File: src/rtl/operand_latch_pkg.sv
// Shared types and constants for the operand latch.
// Holds the FSM state type, byte width and the largest legal byte count.
package operand_latch_pkg;

  localparam int BYTE_W = 8;
  localparam int MAX_BYTES = 4;

  typedef enum logic [1:0] {
    IDLE    = 2'd0,
    COLLECT = 2'd1,
    FULL    = 2'd2
  } state_t;

endpackage

File: src/rtl/index_adder.sv
// Effective-address adder: operand plus zero-extended 8-bit index.
// Ports: operand/index in, ea (wraps at W bits) and page_cross (bit 7 carry) out.
`ifdef OPERAND_LATCH_INDEX_EN
module index_adder #(
  parameter int W = 16
) (
  input  logic [W-1:0] operand,
  input  logic [7:0]   index,
  output logic [W-1:0] ea,
  output logic         page_cross
);

  logic [8:0] low_sum;

  // Low byte summed separately so the bit-7 carry exists even when W == 8.
  assign low_sum    = {1'b0, operand[7:0]} + {1'b0, index};
  assign page_cross = low_sum[8];
  assign ea         = operand + W'(index);

endmodule
`endif

File: src/rtl/operand_latch.sv
// Byte-serial operand capture with length check, error flag and indexed EA.
// Ports: fclk/resb, start/len/load/db_in/clear/index in; operand, db_out,
// count, busy, full, err, ea, page_cross out. Macro OPERAND_LATCH_INDEX_EN
// enables the index adder; otherwise ea = operand and page_cross = 0.
module operand_latch
  import operand_latch_pkg::*;
#(
  parameter  int NUM_BYTES = 2,
  localparam int LW = $clog2(NUM_BYTES + 1),
  localparam int OW = BYTE_W * NUM_BYTES
) (
  input  logic          fclk,
  input  logic          resb,
  input  logic          start,
  input  logic [LW-1:0] len,
  input  logic          load,
  input  logic [7:0]    db_in,
  input  logic          clear,
  input  logic [7:0]    index,
  output logic [OW-1:0] operand,
  output logic [7:0]    db_out,
  output logic [LW-1:0] count,
  output logic          busy,
  output logic          full,
  output logic          err,
  output logic [OW-1:0] ea,
  output logic          page_cross
);

  state_t        state;
  logic [LW-1:0] len_q;
  logic [LW-1:0] count_nx;
  logic          len_ok;

  assign len_ok   = (len != '0) && (len <= LW'(NUM_BYTES));
  assign count_nx = count + LW'(1);

  always_ff @(posedge fclk or negedge resb) begin
    if (!resb) begin
      state   <= IDLE;
      operand <= '0;
      count   <= '0;
      len_q   <= '0;
      err     <= 1'b0;
    end else if (clear) begin
      state   <= IDLE;
      operand <= '0;
      count   <= '0;
      len_q   <= '0;
      err     <= 1'b0;
    end else if (start && len_ok) begin
      len_q <= len;
      if (load) begin
        operand <= OW'(db_in);
        count   <= LW'(1);
        state   <= (len == LW'(1)) ? FULL : COLLECT;
      end else begin
        operand <= '0;
        count   <= '0;
        state   <= COLLECT;
      end
    end else begin
      // A rejected start only flags; a same-cycle load is handled normally.
      if (start)
        err <= 1'b1;
      if (load) begin
        unique case (1'b1)
          state == COLLECT: begin
            for (int i = 0; i < NUM_BYTES; i++)
              if (count == LW'(i))
                operand[BYTE_W*i +: BYTE_W] <= db_in;
            count <= count_nx;
            if (count_nx == len_q)
              state <= FULL;
          end
          default: err <= 1'b1;
        endcase
      end
    end
  end

  assign busy   = (state == COLLECT);
  assign full   = (state == FULL);
  assign db_out = operand[7:0];

`ifdef OPERAND_LATCH_INDEX_EN
  index_adder #(
    .W (OW)
  ) u_index_adder (
    .operand    (operand),
    .index      (index),
    .ea         (ea),
    .page_cross (page_cross)
  );
`else
  logic unused_index;

  assign unused_index = ^index;
  assign ea           = operand;
  assign page_cross   = 1'b0;
`endif

endmodule

File: config.mk
export PLATFORM = sky130hd
export DESIGN_NAME = operand_latch
export DESIGN_NICKNAME = d
export VERILOG_FILES = /design/src/rtl/operand_latch_pkg.sv /design/src/rtl/index_adder.sv /design/src/rtl/operand_latch.sv
export SDC_FILE = /design/constraint.sdc
export NUM_CORES = 1
export LEC_CHECK = 0
export BUFFER_PORTS_ARGS = -buffer_cell sky130_fd_sc_hd__buf_2
export CORE_MARGIN = 2
export CORE_UTILIZATION = 40
export DETAILED_ROUTE_END_ITERATION = 6
export PLACE_DENSITY_LB_ADDON = 0.1
export SYNTH_ARGS = -nofsm -noshare
export SYNTH_HDL_FRONTEND = slang
export SYNTH_SLANG_ARGS = --single-unit
File: constraint.sdc
create_clock -name fclk -period 1.4 [get_ports fclk]
set_clock_uncertainty 0.1 [all_clocks]
set_input_delay 0.07 -clock fclk [delete_from_list [all_inputs] [get_ports fclk]]
set_output_delay 0.07 -clock fclk [all_outputs]
set_load 0.03 [all_outputs]
Yosys cells after proc, flatten, opt, wreduce, memory -nomap -nowiden:

Index checks and enable logic that the tools add are counted.

* add/subtract/negate cells: 1
* $lt $le $gt $ge: 1
* equal/unequal tests: 6
* multiplexer cells: 26
* reduce and logical (&&, ||, !) cells: 14

Operators with widths (number)
* $mux W16: 4
* $mux W2: 13
* $mux W8: 3
* $reduce_bool A3 Y1: 5
* $reduce_and A3 Y1: 3
* $eq A2 B1 Y1 const B: 3
* $mux W1: 6
* $reduce_bool A2 Y1: 2
* $add A2 B1 Y2 const B: 1
* $eq A2 B2 Y1: 1
* $eq A2 B2 Y1 const B: 1
* $le A2 B2 Y1 const B: 1
* $logic_and A1 B1 Y1: 2
* $logic_not A2 Y1: 1
* $ne A2 B2 Y1 const B: 1
* $reduce_and A2 Y1: 1

* flip-flop bits (word level): 23
* input bits: 23
* output and inout bits: 46
* logic and storage cells: 54

Logic depth before layout (Yosys ltp):

Gate-level depths: netlist (run 1).

* word-level depth: 7
* mapped depth: 6
* gate-level depth less buffers: 5

Worst setup path after synthesis (run 1):

Ideal clock, no wire load.

* kind: flip-flop to flip-flop
* start: register count[0]
* end: register state[0]
* setup time: 0.132 ns
* arrival: 1.540 ns
* data required time: 1.168 ns
* setup slack: -0.372 ns
* stages on the path, launching flop included: 6
* buffers on the path: 0
* clock period less this slack: 1.772 ns
* cell sequence: dfrtp_1 -> inv_1 -> ha_1 -> xor2_1 -> o311ai_0 -> a21oi_1

* longest elaborated chain between the ends: 4

RTL lines
* from (decl): RTL line operand_latch.sv:22 `output logic [LW-1:0] count,`
* from (signal assigned): RTL line operand_latch.sv:72 `count <= count_nx;`
* $add A2 B1 Y2: RTL line operand_latch.sv:36 `assign count_nx = count + LW'(1);`
* $eq A2 B2 Y1: RTL line operand_latch.sv:73 `if (count_nx == len_q)`
* $reduce_bool A3 Y1 (no line)
* $reduce_and A3 Y1 (no line)
* to (signal assigned): RTL line operand_latch.sv:56 `state <= (len == LW'(1)) ? FULL : COLLECT;`
* to (decl): RTL line operand_latch.sv:30 `state_t state;`

No other way between the ends.
A chain may end at the register's enable or synchronous reset.

Final worst setup path (run 1):

Ends and elaborated chain as after synthesis.

==> metrics.txt, run 1 <==
reg2reg start=count[0]$_DFFE_PN0P_; routed via count=1191; clk root buf=clkbuf_4; crit end category=register; Comb power frac=0.305; first-pass GRT wire length=4970 µm; total I/O pin count=69; Final period util=1.02; total grt overflow=0; DRT antenna net count=0; vias in the first global route=1076; fin crit period=1430 ps; CTS tree=built; Cell Chain, Critical Path=inv_2 > ha_4 > xor2_2 > o311ai_1 > a21oi_1; slowest cell on the critical path=dfrtp_2; final core utilization=0.545; # nets final=228; clk_lat worst skew=300 ps; PD cells=831 nW/µm²; metal3 WL=129 µm; Antenna diodes=0; sw frac=0.350; part of the power in registers=0.488; Setup WS pre-CTS=-45.5 ps; Final Max Tran Viols=0; cell family with most CP delay=flip-flops; drt drc=0; vias per cell=4.82; Routed WL per cell=12.9 µm; # rows=21; Clock Sinks=23; Int Power=968 µW; synth unique cells=27; slew margin rel.=0.657; crit path max fanout=2; WL met2=1570 µm; fmax=699 MHz; failing checks=setup timing; Crit Path Category=reg2reg; clock share of power=0.207; initial antenna violation count=0; Largest stage delay, worst path=430 ps; Layout Cells excl Fill=247; cells after synthesis=147; Routability Congestion=0.772; crit path buf inv count=1; status=complete, but fails checks; Total Wirelength=3180 µm; Crit. Startpoint=count[0]$_DFFE_PN0P_; Clock Tree Buf Depth=2; HP Class=in2reg; share of cells above drive strength 1=0.488; I/O Buffers=59; Max VDD drop=0.417 mV; RSZ-0062 raised after global routing=true; Slew @ Worst Pin=514 ps; cell count after placement=230; Die Y-Extent=61.9 µm; max_cap viols=0; Syn Nets=173; wl on met1=1440 µm; data arrival time of the worst path=1530 ps; hpwl dp=2250 µm; Synth Register Bits=23; H-tree levels=1; average size of a mapped cell=9.12 µm²; Switch Pwr=520 µW; Initial Util=0.408; die area=3830 µm²; sequential share of the synthesized area=0.429; hold_sp=start; Syn. warnings=0; largest net degree at the start of global routing=24; CORE AREA=3280 µm²; PnR worst setup slack=-31.4 ps; final setup violating endpoints=8; # fillers=303; Area Overhead vs Synth=33.5%; max layer used=met4; CTS Buf Count=3; WP data required=1490 ps; Netlist Area Pre-Place=1340 µm²; final-report hold violation count=0; Total GRT Usage=0.176; startpoint class of the critical path=register; initial drt markers=36; Lkg Pwr=0.945 nW; Die W=61.9 µm; 1st-pass router iterations=4; Worst-path clk slew=130 ps
## Yosys cell counts (all sizes together)
| cell type | instances | area (µm²) |
|---|---|---|
| nor2 | 1 | 3.75 |
| inv | 4 | 15.0 |
| and2 | 1 | 6.26 |
| dfrtp | 23 | 576 |
| nand4 | 8 | 50.1 |
| or3b | 1 | 8.76 |
| ha | 3 | 37.5 |
| a21oi | 13 | 65.1 |
| nand2b | 2 | 12.5 |
| o21ai | 1 | 5.00 |
| nor2b | 3 | 18.8 |
| conb | 1 | 3.75 |
| mux2i | 1 | 10.0 |
| nand2 | 32 | 120 |
| nor3 | 1 | 5.00 |
| clkbuf | 1 | 3.75 |
| o2111ai | 8 | 70.1 |
| o311a | 1 | 10.0 |
| and4b | 2 | 20.0 |
| buf | 33 | 240 |
| o311ai | 1 | 8.76 |
| nand4b | 2 | 17.5 |
| xor2 | 1 | 8.76 |
| nand3b | 1 | 7.51 |
| xnor2 | 2 | 17.5 |
## cell type report
| cell class | count | area, µm² | share of cell area |
|---|---|---|---|
| multi-input combinational | 86 | 594 | 0.332 |
| sequential | 23 | 579 | 0.324 |
| timing repair buffer | 84 | 517 | 0.289 |
| tap | 46 | 57.6 | 0.0321 |
| clock buffer | 3 | 22.5 | 0.0126 |
| inverter | 4 | 15.0 | 0.00839 |
| clock inverter | 1 | 5.00 | 0.00280 |
## stage by stage
stage	hold slack (ps)	area (µm²)	TNS (ps)	power, mW
global placement	-25.6	1610	-272	1.16
floorplan	-326	1420	-538	1.06
detailed placement	-23.9	1610	-362	1.16
global route	59.1	1790	-825	1.58
finish	31.6	1790	-104	1.49
CTS	23.4	1770	-64.3	1.51
## routing by layer
layer | GRT usage | up-vias
met1 | 0.251 | 569
met2 | 0.275 | 35
met3 | 0.0248 | 4
met4 | 0.0578 | 0
li1 | - | 583
met5 | 0 | -
## power by group through the flow
stage / Combinational [mW] / Sequential, mW / Clock (mW)
floorplan: 0.278 / 0.782 / 0
global placement: 0.420 / 0.736 / 0
detailed placement: 0.422 / 0.738 / 0
CTS: 0.455 / 0.726 / 0.325
global route: 0.495 / 0.733 / 0.354
finish: 0.454 / 0.727 / 0.308
## worst reg2reg max path, stage by stage (launching register included)
cell and delay (ps):
dfrtp_2 430, inv_2 80, ha_4 210, xor2_2 150
o311ai_1 250, a21oi_1 110
## kinds of logic (layout without fill, tap and decap cells)
| family | count (synthesis) | in the layout | synth area share |
|---|---|---|---|
| AOI/OAI and AO/OA | 24 | 24 | 0.118 |
| xor gates and xnor gates | 3 | 3 | 0.0196 |
| adders and majority gates | 3 | 3 | 0.0280 |
| buffers and inverters | 38 | 92 | 0.193 |
| DFF | 23 | 23 | 0.429 |
| muxes | 1 | 1 | 0.00746 |
| other | 1 | 1 | 0.00280 |
| and+or+nand+nor | 54 | 54 | 0.202 |
## final timing paths
| path | to | slack [ps] | cells after the start |
|---|---|---|---|
| min in group asynchronous | len_q[1]$_DFFE_PN0P_ | 150 | 2 |
| worst min-delay path | err$_DFFE_PN0P_ | 30 | 4 |
| worst max register to register | state[0]$_DFFE_PN0P_ | -30 | 5 |
| worst min register to register | ea[15]$_DFFE_PN0P_ | 440 | 2 |
| max in group asynchronous | count[0]$_DFFE_PN0P_ | 680 | 2 |
| worst max-delay path | state[0]$_DFFE_PN0P_ | -30 | 5 |
## cells in the final DEF (no fill, tap or decap)
cell,netlist,routed
dlygate4sd3_1,0,12
xnor2_1,2,2
dfrtp_2,0,3
or3b_1,1,1
o311ai_1,0,1
nor2_1,1,1
clkinv_2,0,1
nor3_1,1,1
ha_1,3,2
conb_1,1,1
buf_2,6,59
buf_4,25,12
nand2b_1,2,2
and2_1,1,1
o2111ai_2,0,8
mux2i_1,1,1
nor2b_2,0,1
o21ai_0,1,1
nor2b_1,3,2
o311a_1,1,1
clkbuf_4,0,3
nand4b_1,2,2
nand2_2,0,2
nand4_1,8,8
buf_6,2,1
a21oi_1,13,11
a21oi_2,0,2
nand3b_1,1,1
nand2_1,32,30
xor2_2,0,1
inv_1,4,2
and4b_2,0,2
ha_4,0,1
inv_2,0,2
dfrtp_1,23,20
## state kept, by name, indices dropped and copies added, names as in the netlist
signal / flops
err: 1
ea: 16
state: 2
len_q: 2
count: 2
## repair_timing
action,in CTS,in global routing
endpoints found under the setup margin,16,20
hold buffers,12,0
hold endpoints to repair,43,0
setup buffers,0,1
resized for setup,6,3
pin swaps,9,1
No activity file was read; power rests on OpenSTA's default activity.
==> run 2, diff against run 1 <==
==> constraint.sdc (replaced) <==
create_clock -name fclk -period 1.4 [get_ports fclk]
set_clock_uncertainty 0.1 [all_clocks]
set_input_delay 0.07 -clock fclk [delete_from_list [all_inputs] [get_ports fclk]]
set_output_delay 0.07 -clock fclk [all_outputs]
set_load 0.005 [all_outputs]
==> metrics.txt, run 2 (synthesized netlist as in run 1, its figures left out) <==
crit path max fanout=3; # fillers=299; Routability Congestion=0.763; Worst-path clk slew=130 ps; most frequent cells in the layout=59 x buf_2, 26 x nand2_1, 23 x dfrtp_1; CORE AREA=3280 µm²; clk root buf=clkbuf_4; Initial Util=0.408; final-report hold violation count=0; fin crit period=1480 ps; status=complete, but fails checks; max_cap viols=0; I/O Buffers=59; Power Total=1.41 mW; Reg area=576 µm²; Int Power=991 µW; Max VDD drop=0.476 mV; HP Class=in2reg; share of cells above drive strength 1=0.510; H-tree levels=1; Routed WL per cell=13.2 µm; slew margin rel.=0.637; total I/O pin count=69; Area Overhead vs Synth=37.3%; total grt overflow=0; RSZ-0062 raised after global routing=true; crit end category=register; Multi-input gate area=628 µm²; WP data required=1510 ps; Crit Path Category=reg2reg; failing checks=setup timing; Slew @ Worst Pin=544 ps; startpoint class of the critical path=register; final setup violating endpoints=7; largest net degree at the start of global routing=24; drt drc=0; Post-DP Area=1550 µm²; Comb power frac=0.260; die area=3830 µm²; vias in the first global route=1085; part of the power in registers=0.516; PnR worst setup slack=-80.1 ps; first-pass GRT wire length=4930 µm; clk_lat worst skew=310 ps; 1st-pass router iterations=4; design area=1840 µm²; Clock Tree Buf Depth=2; Final period util=1.06; # nets final=231; initial antenna violation count=0; Die W=61.9 µm; Antenna diodes=0; # rows=21; Clock Sinks=23; PD cells=764 nW/µm²; vias per cell=5.00; Die Y-Extent=61.9 µm; CTS tree=built; Total Wirelength=3300 µm; Total GRT Usage=0.177; DRT antenna net count=0; Lkg Pwr=0.966 nW; sw frac=0.296; clock share of power=0.224; Final Max Tran Viols=0; CTS Buf Count=3; hpwl dp=2190 µm; fmax=676 MHz; routed via count=1251; initial drt markers=45; max reg flops=16; Switch Pwr=416 µW; commonest non-fill, non-tap cell in the layout=buf_2; data arrival time of the worst path=1590 ps
-- run 2: cell types whose count changed in the layout (fill, tap and decap cells not counted), sizes merged --
cell and delta:
clkinv -1, clkbuf +1, buf +3
-- run 2: worst max-delay path, stage by stage, from the launching register on --
cell and delay, ps:
dfrtp_1 400, inv_2 70, ha_4 290, xor2_4 180, nor3_2 50, o311a_1 290
-- run 2: worst paths after layout --
kind                                       from                   end  slack (ps)  cells past startpoint
hold reg to reg               ea[8]$_DFFE_PN0P_     ea[8]$_DFFE_PN0P_         440                      2
setup / recovery           count[0]$_DFFE_PN0P_  state[1]$_DFFE_PN0P_         -80                      5
max in group asynchronous                  resb  len_q[1]$_DFFE_PN0P_         680                      2
hold / removal                            start       err$_DFFE_PN0P_          60                      4
min in group asynchronous                  resb       err$_DFFE_PN0P_         150                      2
setup reg to reg           count[0]$_DFFE_PN0P_  state[1]$_DFFE_PN0P_         -80                      5
-- run 2: power groups by stage --
stage / sequential, mW / clock [mW] / combinational [mW]
after detailed placement: 0.737 / 0 / 0.289
after global placement: 0.734 / 0 / 0.288
final: 0.726 / 0.315 / 0.366
after floorplan: 0.736 / 0 / 0.183
after CTS: 0.725 / 0.327 / 0.337
after global routing: 0.733 / 0.346 / 0.409
-- run 2: area by class of cell --
type / count / area share
Multi-Input combinational cell: 86 / 0.341
Sequential cell: 23 / 0.312
Timing Repair Buffer: 87 / 0.293
Tap cell: 46 / 0.0312
Clock buffer: 4 / 0.0143
Inverter: 4 / 0.00815
-- run 2: stage by stage --
step / utilization / setup WS (ps) / hold WS [ps] / TNS [ps] / instances
2_1_floorplan: - / -59.1 / -326 / -74.8 / 147
3_3_place_gp: 0.473 / -48.1 / -17.9 / -622 / 230
3_5_place_dp: 0.473 / -85.1 / -12.0 / -884 / 230
4_1_cts: 0.532 / -37.1 / 40.8 / -70.1 / 250
5_1_grt: 0.561 / -112 / 61.8 / -1040 / 250
6_report: 0.561 / -80.1 / 57.6 / -189 / 250
-- run 2: layer usage --
metal  vias to the layer above  global-route usage  wire, µm
li1                        599                   -         -
met1                       603               0.227      1480
met2                        38               0.290      1630
met3                        11              0.0269       109
met4                         0              0.0881        87
met5                         -                   0         0
-- run 2: what timing repair did --
item / in CTS / in global routing
hold buffers: 12 / 0
pin swaps: 3 / 3
hold endpoints to repair: 42 / 0
buffers inserted: 4 / 0
gates cloned: 0 / 0
resized for setup: 5 / 21
setup endpoints to repair: 17 / 19
==> run 3, diff against run 2 <==
--- a/config.mk
+++ b/config.mk
@@ -10,6 +10,7 @@
 export CORE_UTILIZATION = 40
 export DETAILED_ROUTE_END_ITERATION = 6
 export PLACE_DENSITY_LB_ADDON = 0.1
+export RECOVER_POWER = 25
 export SYNTH_ARGS = -nofsm -noshare
 export SYNTH_HDL_FRONTEND = slang
 export SYNTH_SLANG_ARGS = --single-unit
==> metrics.txt, run 3 (synthesized netlist as in run 1, its figures left out) <==
Hold Path Stages=4; drt drc=0; CTS Buf Count=3; 1st-pass router iterations=4; r2r worst-path depth=5; hpwl dp=2190 µm; final-report hold violation count=0; share of cells above drive strength 1=0.510; Area Overhead vs Synth=37.3%; # rows=21; most frequent cells in the layout=58 x buf_2, 26 x nand2_1, 23 x dfrtp_1; Routed WL per cell=13.2 µm; total I/O pin count=69; largest net degree at the start of global routing=24; routed via count=1251; Initial Util=0.408; Final period util=1.06; # nets final=231; max_cap viols=0; H-tree levels=1; Crit Path Category=reg2reg; RSZ-0062 raised after global routing=true; PnR worst setup slack=-80.1 ps; Power Total=1.41 mW; Total GRT Usage=0.177; Final Max Tran Viols=0; fmax=676 MHz; Die Y-Extent=61.9 µm; Post-DP Area=1550 µm²; Max VDD drop=0.476 mV; Clock Tree Buf Depth=2; WP data required=1510 ps; Antenna diodes=0; fin crit period=1480 ps; total grt overflow=0; CORE AREA=3280 µm²; clk root buf=clkbuf_4; Total Wirelength=3300 µm; startpoint class of the critical path=register; Layout Cells excl Fill=250; Die W=61.9 µm; die area=3830 µm²; max reg flops=16; first-pass GRT wire length=4930 µm; slew margin rel.=0.596; commonest non-fill, non-tap cell in the layout=buf_2; DRT antenna net count=0; data arrival time of the worst path=1590 ps; initial drt markers=45; design area=1840 µm²; crit end category=register; Clock Sinks=23; initial antenna violation count=0; Slew @ Worst Pin=605 ps; crit path max fanout=3; Routability Congestion=0.763; cell count after placement=230; final setup violating endpoints=7; clk_lat worst skew=310 ps; vias in the first global route=1085; CTS tree=built; I/O Buffers=59; failing checks=setup timing; PD cells=764 nW/µm²; vias per cell=5.00; HP Class=in2reg; status=complete, but fails checks; Lkg Pwr=0.966 nW; Worst-path clk slew=130 ps
==> run 3: cell count changes in the layout (fill, tap and decap cells not counted) <==
cell / delta
buf_2: -1
clkbuf_2: +1
==> run 3: worst max-delay path, stage by stage (launching register included) <==
cell and delay (ps):
dfrtp_1 400, inv_2 70, ha_4 290, xor2_4 180, nor3_2 50, o311a_1 290
==> run 3: timing repair <==
action	CTS	global route
pin swaps	3	3
hold buffers	12	0
setup endpoints to repair	17	19
endpoints found under the hold margin	42	0
gates resized for setup	5	21
setup buffers	4	0
==> run 3: cell type report <==
cell class,count,area (µm²)
Clock buffer,4,26.3
Fill cell,299,1440
Inverter,4,15.0
Multi-Input combinational cell,86,628
Sequential cell,23,576
Tap cell,46,57.6
Timing Repair Buffer,87,539
==> run 3: path summary, 6_finish.rpt <==
path                                      start                   end  slack [ps]
hold reg to reg               ea[8]$_DFFE_PN0P_     ea[8]$_DFFE_PN0P_         440
max in group asynchronous                  resb  len_q[1]$_DFFE_PN0P_         630
setup reg to reg           count[0]$_DFFE_PN0P_  state[1]$_DFFE_PN0P_         -80
min in group asynchronous                  resb       err$_DFFE_PN0P_         180
setup / recovery           count[0]$_DFFE_PN0P_  state[1]$_DFFE_PN0P_         -80
hold / removal                            start       err$_DFFE_PN0P_          60
==> run 3: per-layer routing <==
layer | track usage | share of wire | up-vias
met5 | 0 | 0 | -
met3 | 0.0269 | 0.033 | 11
met1 | 0.227 | 0.45 | 603
li1 | - | - | 599
met4 | 0.0881 | 0.026 | 0
met2 | 0.290 | 0.49 | 38
==> run 3: power by group <==
| group | internal [mW] | switching (mW) | total, mW |
|---|---|---|---|
| Combinational | 0.184 | 0.182 | 0.366 |
| Clock | 0.111 | 0.204 | 0.315 |
| Sequential | 0.695 | 0.0306 | 0.726 |
| Total | 0.991 | 0.416 | 1.41 |
==> run 3: metrics by stage <==
step | utilization | worst slack [ps] | setup TNS, ps | hold slack [ps]
finish | 0.561 | -80.1 | -189 | 57.6
global route | 0.561 | -112 | -1040 | 61.8
CTS | 0.532 | -37.1 | -70.1 | 40.8
detailed placement | 0.473 | -85.1 | -884 | -12.0
global placement | 0.473 | -48.1 | -622 | -17.9
floorplan | - | -59.1 | -74.8 | -326
